## src/rtl/cpu_pkg.sv

```systemverilog
// Shared definitions for the multi-cycle CPU: opcodes, FSM states, decode helpers.
package cpu_pkg;

  localparam logic [3:0] OP_NOP   = 4'h0;
  localparam logic [3:0] OP_LD    = 4'h1;
  localparam logic [3:0] OP_ST    = 4'h2;
  localparam logic [3:0] OP_ADD   = 4'h3;
  localparam logic [3:0] OP_SUB   = 4'h4;
  localparam logic [3:0] OP_AND   = 4'h5;
  localparam logic [3:0] OP_OR    = 4'h6;
  localparam logic [3:0] OP_XOR   = 4'h7;
  localparam logic [3:0] OP_MOV   = 4'h8;
  localparam logic [3:0] OP_LDI   = 4'h9;
  localparam logic [3:0] OP_JMP   = 4'hA;
  localparam logic [3:0] OP_JZ    = 4'hB;
  localparam logic [3:0] OP_JC    = 4'hC;
  localparam logic [3:0] OP_RSV_D = 4'hD;
  localparam logic [3:0] OP_RSV_E = 4'hE;
  localparam logic [3:0] OP_HLT   = 4'hF;

  typedef enum logic [2:0] {
    S_FETCH,
    S_DECODE,
    S_OPERAND,
    S_EXEC,
    S_HALT
  } state_t;

  function automatic logic is_two_word(input logic [3:0] op);
    return op inside {OP_LD, OP_ST, OP_LDI, OP_JMP, OP_JZ, OP_JC};
  endfunction

endpackage

```

## src/rtl/cpu_alu.sv

```systemverilog
// Combinational ALU for ADD/SUB/AND/OR/XOR; C is carry for ADD and borrow for SUB.
module cpu_alu
  import cpu_pkg::*;
#(
  parameter int DATA_W = 8
) (
  input  logic [3:0]        op,
  input  logic [DATA_W-1:0] a,
  input  logic [DATA_W-1:0] b,
  output logic [DATA_W-1:0] result,
  output logic              z,
  output logic              c
);

  always_comb begin
    result = a;
    c      = 1'b0;
    case (op)
      OP_ADD: {c, result} = {1'b0, a} + {1'b0, b};
      OP_SUB: begin
        result = a - b;
        c      = (a < b);
      end
      OP_AND: result = a & b;
      OP_OR:  result = a | b;
      OP_XOR: result = a ^ b;
      default: ;
    endcase
    z = (result == '0);
  end

endmodule

```

## src/rtl/cpu_multicycle.sv

```systemverilog
// Multi-cycle CPU top: FSM, unified memory, register file, IO port.
// Define CPU_ILLEGAL_TRAP_EN to trap opcodes D/E instead of treating them as NOPs.
module cpu_multicycle
  import cpu_pkg::*;
#(
  parameter int DATA_W  = 8,
  parameter int ADDR_W  = 8,
  parameter int REG_CNT = 4,
  parameter int IO_ADDR = (1 << ADDR_W) - 1
) (
  input  logic              clk,
  input  logic              reset,
  output logic              halted,
  output logic              illegal,
  output logic [ADDR_W-1:0] pc_out,
  output logic              retire,
  output logic              io_valid,
  output logic [DATA_W-1:0] io_data
);

  localparam logic [ADDR_W-1:0] IO_A = ADDR_W'(IO_ADDR);

  logic [DATA_W-1:0] memory  [0:(1<<ADDR_W)-1];
  logic [DATA_W-1:0] regfile [0:REG_CNT-1];
  logic [ADDR_W-1:0] PC;
  logic [7:0]        instr;
  logic [DATA_W-1:0] opnd;
  logic              zf, cf;
  state_t            state;

  logic [3:0]        opcode;
  logic [1:0]        rd, rs;
  logic [DATA_W-1:0] mem_rd;
  logic [ADDR_W-1:0] opnd_addr;
  logic [DATA_W-1:0] alu_res;
  logic              alu_z, alu_c;
  logic              trap_op;

  assign opcode    = instr[7:4];
  assign rd        = instr[3:2];
  assign rs        = instr[1:0];
  assign mem_rd    = memory[PC];
  assign opnd_addr = opnd[ADDR_W-1:0];
  assign pc_out    = PC;

`ifdef CPU_ILLEGAL_TRAP_EN
  assign trap_op = (opcode == OP_RSV_D) || (opcode == OP_RSV_E);
`else
  assign trap_op = 1'b0;
`endif

  cpu_alu #(.DATA_W(DATA_W)) u_alu (
    .op     (opcode),
    .a      (regfile[rd]),
    .b      (regfile[rs]),
    .result (alu_res),
    .z      (alu_z),
    .c      (alu_c)
  );

  // retire/io_valid are raised on the transition into EXEC so they are high during EXEC.
  always_ff @(posedge clk) begin
    if (reset) begin
      state    <= S_FETCH;
      PC       <= '0;
      instr    <= '0;
      opnd     <= '0;
      zf       <= 1'b0;
      cf       <= 1'b0;
      halted   <= 1'b0;
      illegal  <= 1'b0;
      retire   <= 1'b0;
      io_valid <= 1'b0;
      io_data  <= '0;
      for (int unsigned i = 0; i < REG_CNT; i++) regfile[i] <= '0;
    end else begin
      retire   <= 1'b0;
      io_valid <= 1'b0;
      case (state)
        S_FETCH: begin
          instr <= mem_rd[7:0];
          PC    <= PC + 1'b1;
          state <= S_DECODE;
        end
        S_DECODE: begin
          if (trap_op) begin
            state   <= S_HALT;
            halted  <= 1'b1;
            illegal <= 1'b1;
          end else if (is_two_word(opcode)) begin
            state <= S_OPERAND;
          end else begin
            state  <= S_EXEC;
            retire <= 1'b1;
          end
        end
        S_OPERAND: begin
          opnd   <= mem_rd;
          PC     <= PC + 1'b1;
          state  <= S_EXEC;
          retire <= 1'b1;
          if (opcode == OP_ST && mem_rd[ADDR_W-1:0] == IO_A) begin
            io_valid <= 1'b1;
            io_data  <= regfile[rd];
          end
        end
        S_EXEC: begin
          state <= S_FETCH;
          case (opcode)
            OP_LD:  regfile[rd] <= memory[opnd_addr];
            OP_ADD, OP_SUB, OP_AND, OP_OR, OP_XOR: begin
              regfile[rd] <= alu_res;
              zf          <= alu_z;
              cf          <= alu_c;
            end
            OP_MOV: regfile[rd] <= regfile[rs];
            OP_LDI: regfile[rd] <= opnd;
            OP_JMP: PC <= opnd_addr;
            OP_JZ:  if (zf) PC <= opnd_addr;
            OP_JC:  if (cf) PC <= opnd_addr;
            OP_HLT: begin
              state  <= S_HALT;
              halted <= 1'b1;
            end
            default: ;
          endcase
        end
        S_HALT: ;
        default: state <= S_FETCH;
      endcase
    end
  end

  always_ff @(posedge clk) begin
    if (!reset && state == S_EXEC && opcode == OP_ST && opnd_addr != IO_A)
      memory[opnd_addr] <= regfile[rd];
  end

endmodule

```

## config.mk

```make
export PLATFORM = sky130hd
export DESIGN_NAME = cpu_multicycle
export DESIGN_NICKNAME = d
export VERILOG_FILES = /design/src/rtl/cpu_pkg.sv /design/src/rtl/cpu_alu.sv /design/src/rtl/cpu_multicycle.sv
export SDC_FILE = /design/constraint.sdc
export NUM_CORES = 2
export LEC_CHECK = 0
export CORE_ASPECT_RATIO = 1.2
export CORE_MARGIN = 10
export CORE_UTILIZATION = 35
export CTS_CLUSTER_SIZE = 12
export DETAILED_ROUTE_END_ITERATION = 6
export PLACE_DENSITY_LB_ADDON = 0.15
export SYNTH_ARGS = -nofsm -noshare
export SYNTH_HDL_FRONTEND = slang
export SYNTH_SLANG_ARGS = --single-unit
```

## constraint.sdc

```tcl
create_clock -name clk -period 14.4 [get_ports clk]
set_input_delay 4.32 -clock clk [delete_from_list [all_inputs] [get_ports clk]]
set_output_delay 4.32 -clock clk [all_outputs]
set_load 0.01 [all_outputs]
```

==> flow_summary.toml <==
[setup_path]
timing_worst_setup_path_type = "in -> reg"
start_kind = "primary input"
worst_ep_required_time_ns = 14.92
critPathCaptureType = "register"
crit_chain = "buf_2, buf_4, nor3_1, nand2_1, nor3b_1, nand3_4, nor2_1"
worst_ep_arrival_time_ns = 8.57
cpMaxStageDelayCell = "sky130_fd_sc_hd__nor3b_1"
critical_path.max_stage_delay_ns = 0.99
timing.reg2reg.setup_slack_ns = 7.97
crit_fanout = 54

[sta]
grt_setup_unrepaired = "no"
fin_crit_sh_pct = 55.9
final_setup_vio_count = 0
worst_slew_pin_slew_ns = 1.33
totalNegativeSetupSlack_ns = 0
final_max_slew_viol_count = 0
timing.max_slew.rel_slack_pct = 10.2
clock_skew_ns = 0.0473
maxClockFrequency_ghz = 0.124
finalHoldViolations = 0
layout_min_cycle_time_ns = 8.05

[clocking]
clkTransAtPathRegs_ns = 0.06
cts_buffers = 225
clock_tree_from_tritoncts = "yes"
postCtsSetupRepairBufs = 0
cts_resized = 0
cts_h_tree_depth = 4
cts-hold-fix-buffers = 0
ctsLongestPathBuffers = 4
insertion_delay_ns = 0.92
number_of_clock_sinks_seen_by_cts = 2140
clockRootBuffer = "sky130_fd_sc_hd__clkbuf_16"

[die]
die_span_in_x_um = 510
fp.coreArea_um2 = 288000
pin_count = 22
die_y_um = 608
die_footprint_um2 = 311000
start_util_pct = 35.1
placementRows = 216

[global_routing]
gr-usage-met1_pct = 33.0
grt_first_pass_wirelength_um = 548000
globalRouteMet2Util_pct = 41.8
grt_max_degree = 131
grt.overflow.total = 0
global_route.usage.total_pct = 25.7
globalRoute.busiestLayer = "met2"
grt_antenna_before_repair = 24
grt_pass1_vias = 58800
gr-usage-met3_pct = 4.75

[synthesis]
ys_warn_count = 0
synth-xor-area-share_pct = 0.0260
syn_inst = 5238
yosys.cell_types.count = 80
synth-adder-area-share_pct = 0.349
synth_most_common_cell = "sky130_fd_sc_hd__edfxtp_1"
synth_sequential_area_ratio_pct = 63.0
synth_ff_type = "sky130_fd_sc_hd__edfxtp_1"
synth_area_leader_cell = "sky130_fd_sc_hd__edfxtp_1"
netlist_top_cells_area = "sky130_fd_sc_hd__edfxtp_1 (62%), sky130_fd_sc_hd__mux4_2 (26%), sky130_fd_sc_hd__mux2i_1 (2.0%), sky130_fd_sc_hd__nor2_1 (1.4%), sky130_fd_sc_hd__dfxtp_1 (1.2%)"
synthesis.area_um2 = 101000
synth_mux_area_share_pct = 27.9
post_synth.cell_area_avg_um2 = 19.3
yosys-top-cells-count = "sky130_fd_sc_hd__edfxtp_1 (2080), sky130_fd_sc_hd__mux4_2 (1148), sky130_fd_sc_hd__nor2_1 (368)"
synth_top_family_by_area = "multiplexers"
synth-edff-count = 2080
synth_largest_type_area_fraction_pct = 61.8
async_reset_ff_share_pct = 0
synth_simple_gate_area_share_pct = 3.60
total_of_flip_flops_plus_latches_after_synthesis = 2140
synth_compound_gate_area_share_pct = 2.94

[routing]
routed_wl_um = 407000
vias = 59100
drtPass1Iterations = 5
drt_iter0_drc = 8200
drt-wirelength-per-cell_um = 44.2
detail_route.drc_violations = 0
postRouteAntennaNets = 0
viasPerCell = 6.42

[placed_design]
gp_routability_congestion = 0.918
postPlaceCellArea_um2 = 106000
place.port_buffers = 20
place.detailed.hpwl_um = 271000

[pwr]
seq_power_share_pct = 45.5
power_switching_share_pct = 29.3
net-switching-power_mw = 4.71
p_per_area_nw_per_um2 = 143
peakVddDrop_mv = 0.100
combinationalPowerShare_pct = 20.1
power_frac_clock_pct = 34.4
p_int_mw = 11.4
standby_leakage_power_nw = 32.7

[hold_path]
min_path_type = "reg -> reg"

[status]
run_status = "complete, no violations"

[job]
max-cap-violations = 0

[layout]
finish.net_count = 5261
fillCellCount = 25700
post_route_cells_drive_above_1_share_pct = 30.9
stdcell_area_um2 = 112000
area.growth.synth_to_final_pct = 11.0
## layout make-up
class | instances | area (um^2) | share of cell area [%]
repair buffers | 170 | 1470 | 1.31
clock inverters | 75 | 667 | 0.595
multi-input cells | 2657 | 35500 | 31.6
clock buffers | 282 | 5920 | 5.28
flip-flops and latches | 2140 | 63700 | 56.8
inverters | 38 | 143 | 0.127
well taps | 3815 | 4770 | 4.26
diodes | 15 | 37.5 | 0.0335
## stage by stage
stage	instances	power, mW	setup WS (ns)	hold WS, ns	utilization, %
after floorplan	5246	9.24	7.76	0.436	-
after global placement	8820	10.7	5.60	0.439	36.7
after detailed placement	8820	10.7	5.46	0.446	36.7
after CTS	9177	16.1	6.39	0.454	39.0
after global routing	9178	16.5	6.06	0.468	39.0
final	9192	16.1	6.35	0.450	39.0
## kinds of logic after synthesis
| family | Yosys count |
|---|---|
| compound gates | 428 |
| xor+xnor | 3 |
| fa+ha+maj | 27 |
| buf+inv | 449 |
| flops | 2140 |
| mux | 1381 |
| other cells | 1 |
| simple gates | 809 |
## final timing paths
kind / end / cells after the start / from
worst max register to register: io_data[6]$_SDFFE_PP0P_ / 12 / register
worst max-delay path: memory[135][3]$_DFFE_PP_ / 7 / reset
worst min-delay path: halted$_SDFFE_PP0P_ / 2 / halted$_SDFFE_PP0P_
worst min register to register: halted$_SDFFE_PP0P_ / 2 / halted$_SDFFE_PP0P_
## per-layer routing
metal  part of all wire, %  up-vias  routed length [um]
met5                0.0084        -                  34
met4                   6.0        4               24500
met3                   8.2      774               33500
met2                    48     3559              196000
met1                    37    32400              152000
li1                      -    22300                   -
## worst max-delay path: cells and delay by family
kind / cells / cell delay (ns)
AND/OR/NAND/NOR: 5 / 3.82
buffers and inverters: 2 / 0.37
## sequential cells by signal, summed over array words and instances, names as in the netlist, named ones only
signal and flops:
regfile 32, cf 1, pc_out 8, io_data 8, opnd 8, retire 1, io_valid 1, zf 1
instr 8, memory 2048, state 3, halted 1
## cells in the final DEF, fill, tap and decap left out, types with 47 or more instances in the layout
| cell | instances |
|---|---|
| sky130_fd_sc_hd__edfxtp_1 | 2080 |
| sky130_fd_sc_hd__mux4_2 | 1140 |
| sky130_fd_sc_hd__nor2_1 | 364 |
| sky130_fd_sc_hd__clkbuf_16 | 228 |
| sky130_fd_sc_hd__mux2i_1 | 205 |
| sky130_fd_sc_hd__nand2_1 | 161 |
| sky130_fd_sc_hd__buf_4 | 138 |
| sky130_fd_sc_hd__a22oi_1 | 109 |
| sky130_fd_sc_hd__a21oi_1 | 85 |
| sky130_fd_sc_hd__nand3_1 | 63 |
| sky130_fd_sc_hd__clkbuf_1 | 53 |
| sky130_fd_sc_hd__dfxtp_1 | 47 |
## power groups by stage
stage	registers, mW	logic (mW)	clock network [mW]
2_1_floorplan	7.39	1.85	0
3_3_place_gp	7.44	3.25	0
3_5_place_dp	7.44	3.22	0
4_1_cts	7.31	3.22	5.59
5_1_grt	7.31	3.31	5.83
6_report	7.31	3.23	5.53
Note: power is estimated with default switching activity, not from simulation.
